$ cat src/rtl/eth_pkg.sv
// Shared Ethernet receive constants, FSM state type and frame status payload.
package eth_pkg;

    localparam int unsigned BYTE_W    = 8;
    localparam int unsigned CRC_W     = 32;
    localparam int unsigned LEN_W     = 16;
    localparam int unsigned CNT_W     = 17;
    localparam int unsigned FCS_BYTES = 4;

    localparam logic [BYTE_W-1:0] ETH_PREAMBLE  = 8'h55;
    localparam logic [BYTE_W-1:0] ETH_SFD       = 8'hD5;
    localparam logic [CRC_W-1:0]  CRC32_POLY    = 32'h04C11DB7;
    localparam logic [CRC_W-1:0]  CRC32_INIT    = 32'hFFFFFFFF;
    localparam logic [CRC_W-1:0]  CRC32_RESIDUE = 32'hC704DD7B;

    typedef enum logic [1:0] {
        ST_IDLE,
        ST_PRE,
        ST_DATA,
        ST_DROP
    } rx_state_e;

    typedef struct packed {
        logic             frame_ok;
        logic             crc_err;
        logic             len_err;
        logic [LEN_W-1:0] frame_len;
    } rx_status_t;

endpackage

$ cat src/rtl/crc32_rx_d8.sv
// Byte-wide CRC-32 register; data bits enter LSB first into an MSB-first shift register,
// matching the transmit-side engine so a good frame leaves CRC32_RESIDUE behind.
module crc32_rx_d8
    import eth_pkg::*;
(
    input  logic              clk,
    input  logic              rst_n,
    input  logic              en,
    input  logic              clr,
    input  logic [BYTE_W-1:0] data,
    output logic [CRC_W-1:0]  crc
);

    logic [CRC_W-1:0] crc_next_c;

    // Eight serial CRC steps unrolled for one byte.
    always_comb begin
        crc_next_c = crc;
        for (int i = 0; i < BYTE_W; i++) begin
            if (crc_next_c[CRC_W-1] ^ data[i]) begin
                crc_next_c = {crc_next_c[CRC_W-2:0], 1'b0} ^ CRC32_POLY;
            end else begin
                crc_next_c = {crc_next_c[CRC_W-2:0], 1'b0};
            end
        end
    end

    always_ff @(posedge clk or negedge rst_n) begin
        if (!rst_n) begin
            crc <= CRC32_INIT;
        end else if (clr) begin
            crc <= CRC32_INIT;
        end else if (en) begin
            crc <= crc_next_c;
        end
    end

endmodule

$ cat config.mk
export PLATFORM = sky130hd
export DESIGN_NAME = crc32_rx_d8
export DESIGN_NICKNAME = d
export VERILOG_FILES = /design/src/rtl/eth_pkg.sv /design/src/rtl/crc32_rx_d8.sv
export SDC_FILE = /design/constraint.sdc
export NUM_CORES = 1
export LEC_CHECK = 0
export ABC_AREA = 1
export CAP_MARGIN = 20
export CORE_UTILIZATION = 45
export DETAILED_ROUTE_END_ITERATION = 16
export PLACE_DENSITY = 0.72
export SYNTH_ARGS = -nofsm -noshare
export SYNTH_HDL_FRONTEND = slang
export SYNTH_SLANG_ARGS = --single-unit
export TNS_END_PERCENT = 10
$ cat constraint.sdc
create_clock -name clk -period 3.7 [get_ports clk]
set_input_delay 0.37 -clock clk [delete_from_list [all_inputs] [get_ports clk]]
set_output_delay 0.37 -clock clk [all_outputs]
set_load 0.005 [all_outputs]
# After elaboration in Yosys (flattened, before gate mapping)
# Cells that the tools add are included.
# totals
ff_bits	32
out_inout_bits	32
# op_classes
n_mux	10
bitwise_logic	16
reduce_logical	1
# ops
cell	count
2-to-1 mux 27 bit	8
NOT 14 bit	8
2-to-1 mux 32 bit	2
XOR 1 bit	8
nonzero test 2 bit	1

# Longest topological paths before layout
# Gate-level depths: netlist of run 1.
# depth
word_depth	18
depth_mapped	12
depth_no_buf	12

# Worst setup path before layout of run 1
# Ideal clock, no wire load.
# synth_path
path_type	register to register
from	reg crc[28]
to	reg crc[9]
arrival_ps	1565
required_ps	3628
slack_ps	2062
stages_incl_launch_ff	11
synth_period_minus_slack_ps	1638
cell_sequence	dfstp_2 -> nand2_1 -> nand2_1 -> nand2_1 -> nand2_2 -> inv_1 -> or2_2 -> nand3_1 -> nand3_1 -> nand2_1 -> inv_1
# synth_between
elab_chain_cells	10
# synth_rtl
item	line	source
start: declaration	crc32_rx_d8.sv:11	output logic [CRC_W-1:0] crc
start signal: assignment	crc32_rx_d8.sv:34	crc <= crc_next_c;
XOR 1 bit (*)	crc32_rx_d8.sv:20	if (crc_next_c[CRC_W-1] ^ data[i]) begin
2-to-1 mux 27 bit (*) (2 in series)	crc32_rx_d8.sv:20	
NOT 14 bit (no source line)	n/a	
2-to-1 mux 27 bit (*)	crc32_rx_d8.sv:20	
NOT 14 bit (no source line)	n/a	
2-to-1 mux 27 bit (*) (2 in series)	crc32_rx_d8.sv:20	
2-to-1 mux 32 bit (*)	crc32_rx_d8.sv:33	end else if (en) begin
2-to-1 mux 32 bit (*)	crc32_rx_d8.sv:31	end else if (clr) begin
# Mark *: on every way between the ends. The rest lies on a longest branch, timed or not. The select of a mux whose other input is x is not followed.
# A chain may end at the register's enable or synchronous reset.

# Worst setup path after layout of run 1
# layout_path
from	in data[3]
to	reg crc[9]
# layout_between
elab_chain_cells	10
# layout_rtl
item	line	source
start: declaration	crc32_rx_d8.sv:10	input logic [BYTE_W-1:0] data,
XOR 1 bit (*)	crc32_rx_d8.sv:20	
2-to-1 mux 27 bit (*) (2 in series)	crc32_rx_d8.sv:20	
NOT 14 bit (no source line)	n/a	
2-to-1 mux 27 bit (*)	crc32_rx_d8.sv:20	
NOT 14 bit (no source line)	n/a	
2-to-1 mux 27 bit (*) (2 in series)	crc32_rx_d8.sv:20	
2-to-1 mux 32 bit (*)	crc32_rx_d8.sv:33	
2-to-1 mux 32 bit (*)	crc32_rx_d8.sv:31	
# Marked as above.

==> results of run 1 <==
## critical path, stage by stage
cell and delay [ps]:
clkdlybuf4s50_1 450, inv_1 90, nand2_1 50, nand2_1 300, nand2_1 120, nand2_2 200, inv_1 110, or2_2 320
nand2_1 60, nand2_1 50, nand3_1 60, nand2_1 50, inv_1 50
## metrics by stage
stage | power (mW) | util (%) | area, um^2 | hold slack, ps | instances
2_1_floorplan | 1.52 | - | 2470 | 222 | 358
3_3_place_gp | 1.96 | 57.4 | 2990 | 515 | 469
3_5_place_dp | 1.97 | 57.4 | 2990 | 515 | 469
4_1_cts | 2.24 | 58.9 | 3070 | 524 | 476
5_1_grt | 2.46 | 58.9 | 3070 | 561 | 476
6_report | 2.23 | 58.9 | 3070 | 522 | 476
## synth_stat cells
cell type,n,area (um^2)
clkbuf_1,4,15.0
o22ai_1,15,93.8
a21oi_1,3,15.0
buf_6,1,11.3
a31oi_1,1,6.26
nand3b_1,2,15.0
and3_1,1,6.26
o21ai_0,8,40.0
or2_2,2,12.5
dfstp_2,32,841
o21a_1,1,7.51
xor2_1,32,280
xnor2_4,1,27.5
o21bai_1,1,7.51
nor2_1,19,71.3
nand2_1,126,473
inv_4,1,6.26
nand3_2,1,10.0
xnor3_1,1,22.5
nand2_4,3,33.8
xnor2_1,2,17.5
nand2_2,7,43.8
inv_1,62,233
xor2_2,2,32.5
nand3_1,27,135
o21ai_1,2,10.0
a22oi_1,1,7.51
## power groups by stage
stage                     clock network (mW)  registers, mW  logic [mW]
final                                  0.253          0.654        1.33
after global routing                   0.279          0.677        1.50
after CTS                              0.261          0.655        1.32
after detailed placement                   0          0.659        1.32
after global placement                     0          0.659        1.30
after floorplan                            0          0.652       0.868
## logic make-up (layout without fill, tap and decap cells)
| logic type | Yosys count | count (layout) |
|---|---|---|
| flip-flops | 32 | 32 |
| AND/OR/NAND/NOR | 188 | 188 |
| XOR/XNOR | 38 | 38 |
| buffers and inverters | 68 | 116 |
| AO/OA/AOI/OAI | 32 | 32 |
## worst paths after layout
check,from,cells after the start,to,slack (ps)
max reg2reg,crc[28]$_DFFE_PN1P_,11,crc[9]$_DFFE_PN1P_,1710
min in group asynchronous,rst_n,2,crc[22]$_DFFE_PN1P_,780
max,data[3],13,crc[9]$_DFFE_PN1P_,1640
min reg2reg,crc[2]$_DFFE_PN1P_,2,crc[2]$_DFFE_PN1P_,520
min,crc[2]$_DFFE_PN1P_,2,crc[2]$_DFFE_PN1P_,520
max in group asynchronous,rst_n,2,crc[3]$_DFFE_PN1P_,2870
## per-layer routing
layer	routed length, um	up-vias
met5	0	-
li1	-	1189
met2	2840	67
met1	2900	1076
met3	457	4
met4	46	0
## final cells by class
| type | count | area share, % |
|---|---|---|
| Clock buffer | 6 | 2.37 |
| Clock inverter | 1 | 0.163 |
| Inverter | 63 | 7.79 |
| Multi-Input combinational cell | 258 | 44.6 |
| Sequential cell | 32 | 27.4 |
| Tap cell | 70 | 2.86 |
| Timing Repair Buffer | 46 | 14.8 |
==> flow_metrics.tcl, run 1 <==
set metrics [dict create \
    cts-root-buf "clkbuf_8" \
    cts_sinks 32 \
    fmax_mhz 486 \
    met1_usage_pct 33.1 \
    cts_buffer_depth 2 \
    antenna_cells 0 \
    outcome "completed" \
    gp_congestion 0.898 \
    syn_nets 370 \
    cp-end-kind "register" \
    reg_top3 "crc: 32 flops" \
    cap_violations 0 \
    multi_input_area_mm2 0.00137 \
    syn_inst 358 \
    worstMarginPinSlew_ps 878 \
    die_w_um 76.2 \
    die_h_um 76.2 \
    syn_avg_cell_area_um2 6.91 \
    rows 26 \
    synth-seq-cells 32 \
    synth_compound_area_share_pct 7.58 \
    p_per_area_mw_per_mm2 729 \
    yosys.area_share.simple_pct 32.4 \
    cts_setup_buffers 0 \
    drtPass1Iterations 4 \
    yosysWarnings 0 \
    synth-adder-area-share_pct 0 \
    finalMaxSlewViolations 0 \
    cts_inserted_buffers 5 \
    grt_util_all_layers_pct 23.5 \
    nNetsFinal 418 \
    globalRouteOverflowTotal 0 \
    ir_drop_uv 377 \
    start_util_pct 47.5 \
    antenna_found_initial 0 \
    yosysUniqueCellTypes 27 \
    leakagePower_nw 1.57 \
    initialDrtViolationCount 221 \
    routed_wirelength_um 6250 \
    cp.required_ps 3930 \
    grt_first_pass_wirelength_um 10900 \
    synth-xor-area-share_pct 15.4 \
    hp-class "register to register" \
    busiest_layer "met2" \
    comb_power_share_pct 59.4 \
    largest_register "crc" \
    drcViolationCount 0 \
    setup_ws_ps 1640 \
    grt_max_degree 33 \
    critPathLaunchType "input pin" \
    rsz0062_at_grt "no" \
    use_met2_pct 36.9 \
    fin_tns_setup_ps 0 \
    largest_register_ffs 32 \
    post-route-min-period_ps 2060 \
    worstPathArrival_ps 2290 \
    synth_top_family_by_area "simple AND/OR/NAND/NOR gates" \
    switching_share_pct 44.6 \
    final_cell_mix "nand2_1, inv_1, clkdlybuf4s50_1, xor2_1, dfstp_2" \
    seq_area_um2 841 \
    ioPinCount 44 \
    finalHoldViolCount 0 \
    antenna_left 0 \
    layout-drive-gt1-share_pct 14.3 \
    setup_viol 0 \
    pre_cts_ws_ps 1410 \
    numPortBuffers 43 \
    post-route-period-util_pct 55.6 \
    dpl.hpwl_um 4540 \
    vias_per_cell 4.91 \
    p_switching_mw 0.996 \
    area.growth.synth_to_final_pct 23.9 \
    htree_levels 2 \
    internal_power_mw 1.24 \
    avgRoutedWirePerCell_um 13.1 \
    path_clk_slew_ps 70 \
    pwr-share-clk_pct 11.3 \
    tritoncts "built" \
    clkLatencyLatePin_ps 280 \
    synth_area_mm2 0.00247 \
    final_common_cell "nand2_1" \
    path_max_fanout 7 \
    grt_pass1_vias 2330 \
    fin_skew_ps 5.05 \
    cts_hold_buf 0 \
    via_count 2336 \
    max_slew_margin_pct 41.2 \
    cts_resized 0 \
    core_mm2 0.00520 \
    dieArea_mm2 0.00580 \
    seq_power_share_pct 29.3 \
    use_met3_pct 4.43 \
    n_fill_cell 484 \
    ys_seq_area_share_pct 34.0 \
    muxShareOfSynthArea_pct 0 \
    critPathKind "input pin to register" \
]
(Power assumes the default switching activity.)
==> run 2: changes to the inputs <==
--- a/config.mk
+++ b/config.mk
@@ -9,7 +9,7 @@
 export CAP_MARGIN = 20
 export CORE_UTILIZATION = 45
 export DETAILED_ROUTE_END_ITERATION = 16
-export PLACE_DENSITY = 0.72
+export PLACE_DENSITY = 0.75
 export SYNTH_ARGS = -nofsm -noshare
 export SYNTH_HDL_FRONTEND = slang
 export SYNTH_SLANG_ARGS = --single-unit
==> constraint.sdc (replaced) <==
create_clock -name clk -period 1.7 [get_ports clk]
set_input_delay 0.17 -clock clk [delete_from_list [all_inputs] [get_ports clk]]
set_output_delay 0.17 -clock clk [all_outputs]
set_load 0.005 [all_outputs]
==> flow_metrics.tcl, run 2 (same netlist as run 1, synthesis figures left out) <==
set metrics [dict create \
    min_path_cells 2 \
    dieArea_mm2 0.00580 \
    antenna_cells 0 \
    worstPathArrival_ps 1900 \
    cts-root-buf "clkbuf_8" \
    setup_ws_ps 20.8 \
    ioPinCount 44 \
    finalHoldViolCount 0 \
    r2r-start "crc[30]$_DFFE_PN1P_" \
    final_common_cell "nand2_1" \
    tritoncts "built" \
    finalPower_mw 5.88 \
    critPathMostFrequentCell "nand2_4" \
    r2r_cells 11 \
    p_per_area_mw_per_mm2 1610 \
    core_mm2 0.00520 \
    numPortBuffers 43 \
    hold_end "crc[2]$_DFFE_PN1P_" \
    grt_pass1_vias 2532 \
    initialDrtViolationCount 134 \
    outcome "completed" \
    final_cell_mix "nand2_1, inv_1, buf_4, clkdlybuf4s50_1, dfstp_2" \
    post-route-period-util_pct 98.8 \
    place_area_mm2 0.00332 \
    path_max_fanout 8 \
    nNetsFinal 465 \
    reg_top3 "crc: 32 flops" \
    antenna_left 0 \
    globalRouteOverflowTotal 0 \
    worstMarginPinSlew_ps 429 \
    start_util_pct 47.5 \
    setup_viol 0 \
    area.growth.synth_to_final_pct 47.7 \
    finalMaxSlewViolations 0 \
    largest_register_ffs 32 \
    hp-start "crc[2]$_DFFE_PN1P_" \
    cp.required_ps 1920 \
    path_clk_slew_ps 70 \
    cts_sinks 32 \
    grt_max_degree 33 \
    pre_cts_ws_ps -179 \
    critPathLaunchType "register" \
    antenna_found_initial 0 \
    dpl.hpwl_um 5300 \
    ir_drop_uv 816 \
    fmax_mhz 596 \
    post-route-min-period_ps 1680 \
    fin_skew_ps 6.88 \
    critPathSlowestCell "dfstp_2" \
    cts_hold_buf 0 \
    timing.hold.ws_ps 540 \
    r2r_slack_ps 20 \
    cts_buffer_depth 2 \
    die_h_um 76.2 \
    rows 26 \
    rsz0062_at_grt "yes" \
    htree_levels 2 \
    drtPass1Iterations 4 \
    max_slew_margin_pct 71.4 \
    critPathKind "register to register" \
    vias_per_cell 4.88 \
    cts_inserted_buffers 5 \
    largest_register "crc" \
    avgRoutedWirePerCell_um 13.6 \
    crit_chain "xnor2_4, buf_12, nand2_4, nand2_8, inv_4, nand2_4, nand2_4, nand2_2, nand2_1, o21bai_1, inv_1" \
    layout-drive-gt1-share_pct 30.4 \
    leakagePower_nw 1.86 \
    n_fill_cell 436 \
    clkLatencyLatePin_ps 290 \
    die_w_um 76.2 \
    final_cell_area_mm2 0.00365 \
    cap_violations 0 \
    via_count 2556 \
    drcViolationCount 0 \
    grt_util_all_layers_pct 25.5 \
    grt_first_pass_wirelength_um 11600 \
    cp-end-kind "register" \
    regToRegEndpoint "crc[23]$_DFFE_PN1P_" \
    gp_congestion 0.893 \
    routed_wirelength_um 7120 \
    max_stage_delay_ps 630 \
    hp-class "register to register" \
]
## run 2: changes by cell type in the layout (fill, tap and decap cells not counted), moves of 4 or more
| cell | before | now |
|---|---|---|
| buf_4 | 3 | 46 |
| nand2_4 | 3 | 11 |
| xor2_2 | 2 | 6 |
| nand2_1 | 126 | 106 |
| nand2_2 | 7 | 18 |
| xor2_1 | 32 | 26 |
## run 2: layer usage
| metal | up-vias | wire [um] | track usage (%) |
|---|---|---|---|
| li1 | 1281 | - | - |
| met1 | 1207 | 3190 | 32.4 |
| met2 | 57 | 3510 | 45.0 |
| met3 | 11 | 303 | 4.19 |
| met4 | 0 | 114 | 6.15 |
| met5 | - | 0 | 0 |
## run 2: worst max-delay path by stage
stage / startpoint / end / slack, ps / cells past startpoint
5_1_grt: crc[31]$_DFFE_PN1P_ / crc[17]$_DFFE_PN1P_ / -80 / 11
2_1_floorplan: crc[28]$_DFFE_PN1P_ / crc[9]$_DFFE_PN1P_ / 60 / 10
3_5_place_dp: data[1] / crc[23]$_DFFE_PN1P_ / -180 / 12
3_3_place_gp: data[1] / crc[23]$_DFFE_PN1P_ / -150 / 12
4_1_cts: crc[30]$_DFFE_PN1P_ / crc[28]$_DFFE_PN1P_ / 2 / 7
6_report: crc[30]$_DFFE_PN1P_ / crc[23]$_DFFE_PN1P_ / 20 / 11
## run 2: through the flow
step,TNS [ps],std cells,util (%)
after global placement,-2110,510,63.8
after global routing,-511,524,70.2
after CTS,0,518,66.3
final,0,524,70.2
after detailed placement,-2700,510,63.8
after floorplan,0,358,-
## run 2: repair_timing
action	in CTS	in global routing
pin swaps	0	14
resized for setup	5	45
endpoints found under the setup margin	5	23
gates cloned	0	0
setup buffers	0	6
## run 2: area by class of cell
| class | instances | area [um^2] | area share, % |
|---|---|---|---|
| Multi-Input combinational cell | 258 | 1550 | 42.5 |
| Timing Repair Buffer | 93 | 842 | 23.0 |
| Sequential cell | 32 | 841 | 23.0 |
| Inverter | 63 | 239 | 6.54 |
| Tap cell | 70 | 87.6 | 2.40 |
| Clock buffer | 6 | 82.6 | 2.26 |
| Clock inverter | 2 | 10.0 | 0.274 |
## run 2: critical path: cells and delay by family, from the launching register on
family | cells | cell delay [ps]
buffers and inverters | 3 | 280
xor gates and xnor gates | 1 | 150
and+or+nand+nor | 6 | 410
DFF | 1 | 630
AOI/OAI and AO/OA | 1 | 120
## run 2: where the power goes
group / internal (mW) / leakage (nW) / switching [mW]
Sequential: 1.19 / 0.337 / 0.254
Combinational: 1.84 / 1.47 / 1.98
Clock: 0.323 / 0.0510 / 0.300
Total: 3.35 / 1.86 / 2.53
==> run 3: changes to the inputs <==
--- a/config.mk
+++ b/config.mk
@@ -6,6 +6,7 @@
 export NUM_CORES = 1
 export LEC_CHECK = 0
 export ABC_AREA = 1
+export ABC_CLOCK_PERIOD_IN_PS = 1700
 export CAP_MARGIN = 20
 export CORE_UTILIZATION = 45
 export DETAILED_ROUTE_END_ITERATION = 16
==> results of run 3 <==
Final layout, timing and power as in run 2 (identical DEF).
